--- config.mk ---
export PLATFORM = sky130hd
export DESIGN_NAME = ram_16x8_loader_flat
export DESIGN_NICKNAME = d
export VERILOG_FILES = /design/src/rtl/ram_16x8_loader_if.sv /design/src/rtl/ram_16x8_loader.sv /design/src/flat_wrapper.sv
export SDC_FILE = /design/constraint.sdc
export NUM_CORES = 1
export LEC_CHECK = 0
export BUFFER_PORTS_ARGS = -buffer_cell sky130_fd_sc_hd__buf_2
export CAP_MARGIN = 20
export CORE_MARGIN = 1.5
export CORE_UTILIZATION = 43
export DETAILED_ROUTE_END_ITERATION = 8
export GPL_TIMING_DRIVEN = 0
export HOLD_SLACK_MARGIN = 0.03
export SETUP_SLACK_MARGIN = 0.02
export SLEW_MARGIN = 20
export SYNTH_ARGS = -nofsm -noshare
export SYNTH_HDL_FRONTEND = slang
export SYNTH_SLANG_ARGS = --single-unit
--- constraint.sdc ---
create_clock -name CLK -period 3.7 [get_ports CLK]
set_clock_uncertainty 0.1 [all_clocks]
set_input_delay 0.185 -clock CLK [delete_from_list [all_inputs] [get_ports CLK]]
set_output_delay 0.185 -clock CLK [all_outputs]
set_load 0.03 [all_outputs]
--- src/rtl/ram_16x8_loader_if.sv ---
// Byte-stream link between a loader source (master) and the RAM programming sequencer (slave).
// Latency: none, wiring only.
// Backpressure: a byte transfers on a rising edge where byte_valid and byte_ready are both high.
//
// Signals:
//   byte_data  - byte offered by the source
//   byte_valid - byte_data holds a byte
//   byte_ready - sequencer takes the byte on this edge
interface ram_16x8_loader_if;
    logic [7:0] byte_data;
    logic       byte_valid;
    logic       byte_ready;

    modport master (
        output byte_data,
        output byte_valid,
        input  byte_ready
    );

    modport slave (
        input  byte_data,
        input  byte_valid,
        output byte_ready
    );
endinterface

--- src/rtl/ram_16x8_loader.sv ---
// Programs the SAP-1 16x8 RAM from a byte stream, then optionally reads it back and checks the sum.
// Latency: 1+SETUP_CYCLES+WRITE_PULSE_CYCLES+1 cycles per byte, plus 16 verify cycles when enabled.
// Backpressure: byte_ready is high only in ACCEPT; a stalled source just lengthens ACCEPT.
//
// Ports:
//   CLK, CLR             - clock, synchronous active-high reset
//   start                - begin a load (honoured only when not busy)
//   byte_if              - byte-stream slave (byte_data / byte_valid / byte_ready)
//   cpu_address/CE_bar   - CPU-side RAM controls, passed through when idle
//   ram_*                - drive the RAM_16x8 instance; ram_memory_value is its read data
//   busy, done, error    - status; done and error are sticky until the next start or CLR
//   checksum             - mod-256 sum of the 16 loaded bytes, captured at the end of a run
module ram_16x8_loader #(
    parameter int SETUP_CYCLES       = 1,
    parameter int WRITE_PULSE_CYCLES = 2,
    parameter bit VERIFY_EN          = 1'b1
) (
    input  logic                     CLK,
    input  logic                     CLR,
    input  logic                     start,
    ram_16x8_loader_if.slave         byte_if,
    input  logic [3:0]               cpu_address,
    input  logic                     cpu_CE_bar,
    output logic [3:0]               ram_address,
    output logic                     ram_CE_bar,
    output logic                     ram_run_or_prog,
    output logic                     ram_read_or_write,
    output logic [7:0]               ram_programmer_data,
    input  logic [7:0]               ram_memory_value,
    output logic                     busy,
    output logic                     done,
    output logic                     error,
    output logic [7:0]               checksum
);

    // Parameters below 1 would collapse a phase to zero cycles; clamp them so the
    // strobe timing is always at least one cycle per phase.
    localparam int SETUP_N = (SETUP_CYCLES < 1) ? 1 : SETUP_CYCLES;
    localparam int WRITE_N = (WRITE_PULSE_CYCLES < 1) ? 1 : WRITE_PULSE_CYCLES;
    localparam logic [7:0] SETUP_LAST = 8'(SETUP_N - 1);
    localparam logic [7:0] WRITE_LAST = 8'(WRITE_N - 1);

    typedef enum logic [2:0] {
        S_IDLE,
        S_ACCEPT,
        S_SETUP,
        S_WRITE,
        S_HOLD,
        S_VERIFY,
        S_DONE,
        S_ERROR
    } state_t;

    state_t     state, state_nxt;
    logic [3:0] ptr, ptr_nxt;
    logic [7:0] data_q, data_nxt;
    logic [7:0] sum, sum_nxt;
    logic [7:0] vsum, vsum_nxt;
    logic [7:0] cnt, cnt_nxt;
    logic       done_q, done_nxt;
    logic       error_q, error_nxt;
    logic [7:0] checksum_q, checksum_nxt;
    logic [7:0] vsum_add;

    // Running read-back sum including the location addressed this cycle; the
    // final compare uses it so the last byte counts without an extra cycle.
    assign vsum_add = vsum + ram_memory_value;

    always_ff @(posedge CLK) begin
        if (CLR) begin
            state      <= S_IDLE;
            ptr        <= 4'd0;
            data_q     <= 8'd0;
            sum        <= 8'd0;
            vsum       <= 8'd0;
            cnt        <= 8'd0;
            done_q     <= 1'b0;
            error_q    <= 1'b0;
            checksum_q <= 8'd0;
        end else begin
            state      <= state_nxt;
            ptr        <= ptr_nxt;
            data_q     <= data_nxt;
            sum        <= sum_nxt;
            vsum       <= vsum_nxt;
            cnt        <= cnt_nxt;
            done_q     <= done_nxt;
            error_q    <= error_nxt;
            checksum_q <= checksum_nxt;
        end
    end

    always_comb begin
        state_nxt    = state;
        ptr_nxt      = ptr;
        data_nxt     = data_q;
        sum_nxt      = sum;
        vsum_nxt     = vsum;
        cnt_nxt      = cnt;
        done_nxt     = done_q;
        error_nxt    = error_q;
        checksum_nxt = checksum_q;

        // Default is CPU pass-through in run mode with the write strobe idle.
        ram_address         = cpu_address;
        ram_CE_bar          = cpu_CE_bar;
        ram_run_or_prog     = 1'b1;
        ram_read_or_write   = 1'b1;
        ram_programmer_data = data_q;
        byte_if.byte_ready  = 1'b0;
        busy                = 1'b1;

        case (state)
            S_IDLE, S_DONE, S_ERROR: begin
                busy = 1'b0;
                if (start) begin
                    state_nxt = S_ACCEPT;
                    done_nxt  = 1'b0;
                    error_nxt = 1'b0;
                    ptr_nxt   = 4'd0;
                    sum_nxt   = 8'd0;
                    vsum_nxt  = 8'd0;
                end
            end

            S_ACCEPT: begin
                ram_run_or_prog    = 1'b0;
                ram_CE_bar         = 1'b1;
                ram_address        = ptr;
                byte_if.byte_ready = 1'b1;
                if (byte_if.byte_valid) begin
                    data_nxt  = byte_if.byte_data;
                    sum_nxt   = sum + byte_if.byte_data;
                    cnt_nxt   = 8'd0;
                    state_nxt = S_SETUP;
                end
            end

            S_SETUP: begin
                ram_run_or_prog = 1'b0;
                ram_CE_bar      = 1'b1;
                ram_address     = ptr;
                if (cnt == SETUP_LAST) begin
                    cnt_nxt   = 8'd0;
                    state_nxt = S_WRITE;
                end else begin
                    cnt_nxt = cnt + 8'd1;
                end
            end

            S_WRITE: begin
                ram_run_or_prog   = 1'b0;
                ram_CE_bar        = 1'b1;
                ram_address       = ptr;
                ram_read_or_write = 1'b0;
                if (cnt == WRITE_LAST) begin
                    cnt_nxt   = 8'd0;
                    state_nxt = S_HOLD;
                end else begin
                    cnt_nxt = cnt + 8'd1;
                end
            end

            // The strobe has already risen; ptr only moves on the edge leaving
            // HOLD so address/data stay put across the rising edge.
            S_HOLD: begin
                ram_run_or_prog = 1'b0;
                ram_CE_bar      = 1'b1;
                ram_address     = ptr;
                if (ptr == 4'hF) begin
                    ptr_nxt = 4'd0;
                    if (VERIFY_EN) begin
                        state_nxt = S_VERIFY;
                    end else begin
                        state_nxt    = S_DONE;
                        done_nxt     = 1'b1;
                        checksum_nxt = sum;
                    end
                end else begin
                    ptr_nxt   = ptr + 4'd1;
                    state_nxt = S_ACCEPT;
                end
            end

            S_VERIFY: begin
                ram_CE_bar  = 1'b0;
                ram_address = ptr;
                vsum_nxt    = vsum_add;
                ptr_nxt     = ptr + 4'd1;
                if (ptr == 4'hF) begin
                    checksum_nxt = sum;
                    if (vsum_add == sum) begin
                        state_nxt = S_DONE;
                        done_nxt  = 1'b1;
                    end else begin
                        state_nxt = S_ERROR;
                        error_nxt = 1'b1;
                    end
                end
            end

            default: begin
                state_nxt = S_IDLE;
            end
        endcase
    end

    assign done     = done_q;
    assign error    = error_q;
    assign checksum = checksum_q;

endmodule
--- src/flat_wrapper.sv ---
// flat-port wrapper written by rule: the top's interface ports become plain ports
module ram_16x8_loader_flat 
#(
    parameter int SETUP_CYCLES       = 1,
    parameter int WRITE_PULSE_CYCLES = 2,
    parameter bit VERIFY_EN          = 1'b1
)
  (CLK, CLR, start, cpu_address, cpu_CE_bar, ram_address, ram_CE_bar, ram_run_or_prog, ram_read_or_write, ram_programmer_data, ram_memory_value, busy, done, error, checksum, byte_if_byte_data, byte_if_byte_valid, byte_if_byte_ready);
  ram_16x8_loader_if byte_if_i ();
  input  logic CLK;
  input  logic CLR;
  input  logic start;
  input  logic [3:0] cpu_address;
  input  logic cpu_CE_bar;
  output logic [3:0] ram_address;
  output logic ram_CE_bar;
  output logic ram_run_or_prog;
  output logic ram_read_or_write;
  output logic [7:0] ram_programmer_data;
  input  logic [7:0] ram_memory_value;
  output logic busy;
  output logic done;
  output logic error;
  output logic [7:0] checksum;
  input wire logic [$bits(byte_if_i.byte_data)-1:0] byte_if_byte_data;
  input wire logic [$bits(byte_if_i.byte_valid)-1:0] byte_if_byte_valid;
  output wire logic [$bits(byte_if_i.byte_ready)-1:0] byte_if_byte_ready;
  assign byte_if_i.byte_data = byte_if_byte_data;
  assign byte_if_i.byte_valid = byte_if_byte_valid;
  assign byte_if_byte_ready = byte_if_i.byte_ready;
  ram_16x8_loader #(.SETUP_CYCLES(SETUP_CYCLES), .WRITE_PULSE_CYCLES(WRITE_PULSE_CYCLES), .VERIFY_EN(VERIFY_EN)) u_core (.CLK(CLK), .CLR(CLR), .start(start), .byte_if(byte_if_i), .cpu_address(cpu_address), .cpu_CE_bar(cpu_CE_bar), .ram_address(ram_address), .ram_CE_bar(ram_CE_bar), .ram_run_or_prog(ram_run_or_prog), .ram_read_or_write(ram_read_or_write), .ram_programmer_data(ram_programmer_data), .ram_memory_value(ram_memory_value), .busy(busy), .done(done), .error(error), .checksum(checksum));
endmodule
==> flow_summary_export.csv <==
group,metric,value,unit
synthesis,synthCells,374,
pwr,cellLeakagePower,1.48,nW
synthesis,synth_warnings,0,
pwr,power.density,368,mW/mm^2
route,final_antenna_net_count,0,
grt,grt_pass1_vias,2476,
run,cap_viol_max_count,0,
worst_setup_path,crit_start,"u_core.vsum[0]$_SDFFE_PP0P_",
sta,worstMarginPinSlew,0.706,ns
floorplanning,rows,30,
cts,numCtsBuffers,5,
layout,fill_cells,690,
cts,clkSinkCount,49,
synthesis,synth_top_area_share,33.0,%
sta,slew_viol_final,0,
worst_hold_path,min-delay-path-class,"in -> reg",
grt,grt_pass1_wl,11900,um
route,viasPerCell,5.40,
route,drt_iter0_drc,101,
cts,path_clk_slew,0.10,ns
synthesis,synth-simple-area-share,25.5,%
worst_setup_path,crit_fanout,3,
worst_setup_path,critPathKind,"reg -> reg",
layout,syn2layout_area_growth,18.0,%
placement,gp_congestion,0.868,
layout,fin_area,0.00351,mm^2
cts,root_buffer,"clkbuf_8",
cts,worstSkewPairLatency,0.31,ns
layout,n_antenna_cell,0,
floorplanning,initial_core_util,44.0,%
sta,fin_tns_setup,0,ns
cts,cts_buffer_depth,2,
worst_setup_path,critPathRequiredTime,3.80,ns
worst_setup_path,rr_startpoint,"u_core.vsum[0]$_SDFFE_PP0P_",
synthesis,synth.largest_area_cell,"dfxtp_1",
floorplanning,die_w,86.2,um
layout,drive_gt1_share,15.3,%
floorplanning,dieArea,0.00742,mm^2
synthesis,synth_top_family_by_area,"simple AND/OR/NAND/NOR gates",
route,wl,7350,um
floorplanning,fp.dieH,86.2,um
floorplanning,ios,52,
synthesis,synthAdderAreaFrac,8.92,%
sta,rsz0062_at_grt,"no",
grt,track_usage,20.2,%
grt,grt_overflow,0,
synthesis,async_reset_ff_share,0,%
worst_setup_path,cp.arrival,3.12,ns
cts,htree_levels,2,
synthesis,synth_edf_count,0,
placement,io_buffers,51,
cts,cts_tree,"yes",
synthesis,yosysMostFrequentCell,"nand2_1",
synthesis,synth_compound_area_share,17.9,%
worst_setup_path,startpoint_type,"register",
synthesis,synthTopCellsByCount,"nand2_1 (55), dfxtp_1 (49), nor2_1 (44)",
sta,setup_viol,0,
layout,multiInputGateArea,0.00187,mm^2
route,route.vias.total,2803,
route,firstDrtPassIters,4,
synthesis,ys_ff_latch,49,
worst_setup_path,cp-end-kind,"register",
sta,fin_crit,3.02,ns
route,detail_route.wl_per_cell,14.2,um
pwr,irDropWorstVdd,0.218,mV
synthesis,ys_seq_area_share,33.0,%
cts,post_cts_resized,0,
route,drc,0,
run_status,status,"complete, no violations",
floorplanning,coreArea,0.00676,mm^2
worst_hold_path,hold_start,"byte_if_byte_data[1]",
synthesis,avgSynthCellArea,7.95,um^2
synthesis,synth_xor_area_share,8.12,%
layout,regArea,981,um^2
sta,clock.fmax,0.331,GHz
sta,fin_crit_sh,81.7,%
synthesis,synth_nets,419,
sta,final_hold_viol_count,0,
synthesis,muxShareOfSynthArea,2.44,%
synthesis,ys_top_cells_by_area,"dfxtp_1 (33%), ha_1 (7.6%), nand2_1 (6.9%)",
synthesis,synth_cell_types,49,
placement,placed_cell_area,0.00333,mm^2
grt,antenna_found_initial,0,
layout,fin_nets,483,
cts,cts_setup_buffers,0,
sta,slew-limit-headroom,52.8,%
synthesis,synth_area,0.00297,mm^2
placement,hpwl,5450,um
synthesis,synthFlopType,"dfxtp_1",
grt,grt_max_degree,16,
worst max-delay path: stages, from the launching register on:
cell and delay (ns):
dfxtp_1 0.34, ha_1 0.18, inv_1 0.06, fa_1 0.48, xnor2_1 0.16, nor4_2 0.21
o211ai_1 0.12, or4b_1 0.50, or3_1 0.38, o41a_1 0.38
flip-flops by register name, summed over array words and instances (netlist names):
register and cells:
u_core.checksum 8, u_core.state 3, u_core.sum 8, u_core.done 1, u_core.vsum 8, u_core.ptr 4
u_core.cnt 8, u_core.error 1, u_core.ram_programmer_data 8
placed cells by master, fill, tap and decap left out, types with 4 or more instances in the layout:
cell	count
a21o_1	8
a21oi_1	39
a22oi_1	4
a31oi_1	5
buf_2	53
clkbuf_1	13
clkbuf_8	6
dfxtp_1	49
dlygate4sd3_1	6
ha_1	18
inv_1	10
mux2i_1	5
nand2_1	55
nand2b_1	9
nand3_1	12
nand3b_1	5
nor2_1	44
nor3_1	6
nor4_1	4
o211ai_1	4
o21ai_0	9
xnor2_1	13
xor2_1	12
per-stage QoR:
stage / power, mW / utilization [%] / hold slack, ns / setup slack (ns) / instances
5_1_grt: 1.35 / 51.9 / 0.0453 / 0.534 / 519
2_1_floorplan: 0.795 / - / 0.221 / 0.889 / 374
3_5_place_dp: 0.881 / 49.3 / 0.347 / 0.688 / 505
4_1_cts: 1.30 / 51.9 / 0.0351 / 0.671 / 519
3_3_place_gp: 0.877 / 49.3 / 0.342 / 0.708 / 505
6_report: 1.29 / 51.9 / 0.0385 / 0.678 / 519
what timing repair did:
action                                  4_1_cts  5_1_grt
hold endpoints to repair                      6        0
hold buffers                                  6        0
endpoints found under the setup margin        0        0
cell families (layout without fill, tap and decap cells):
logic type / Yosys count / in the layout
AO/OA/AOI/OAI: 86 / 86
XOR/XNOR: 26 / 26
adder cells (fa/ha/maj): 20 / 20
buffers and inverters: 28 / 93
flip-flops: 49 / 49
multiplexers: 7 / 7
AND/OR/NAND/NOR: 158 / 158
layout make-up:
cell class,count,share of cell area [%]
Inverter,10,1.07
Clock inverter,2,1.07
Tap cell,80,2.85
Buffer,18,2.43
Multi-Input combinational cell,297,53.3
Clock buffer,6,2.35
Sequential cell,49,28.0
Timing Repair Buffer,57,8.99
power breakdown:
group	switching, mW	internal, mW
logic	0.193	0.116
clock network	0.196	0.220
registers	0.0196	0.545
path summary, 6_finish.rpt:
check                                                     to  cells after the start  slack, ns
setup / recovery                   u_core.error$_SDFFE_PP0P_                      9       0.68
hold / removal    u_core.ram_programmer_data[1]$_SDFFE_PP0P_                      3       0.04
setup reg to reg                   u_core.error$_SDFFE_PP0P_                      9       0.68
hold reg to reg   u_core.ram_programmer_data[5]$_SDFFE_PP0P_                      2       0.36
layer usage:
| layer | wire length, um | GRT usage (%) | vias to the layer above |
|---|---|---|---|
| li1 | - | - | 1442 |
| met1 | 3710 | 28.1 | 1304 |
| met2 | 3320 | 32.6 | 52 |
| met3 | 264 | 4.14 | 5 |
| met4 | 55 | 3.96 | 0 |
| met5 | 0 | 0 | - |
No activity file was read; power rests on OpenSTA's default activity.
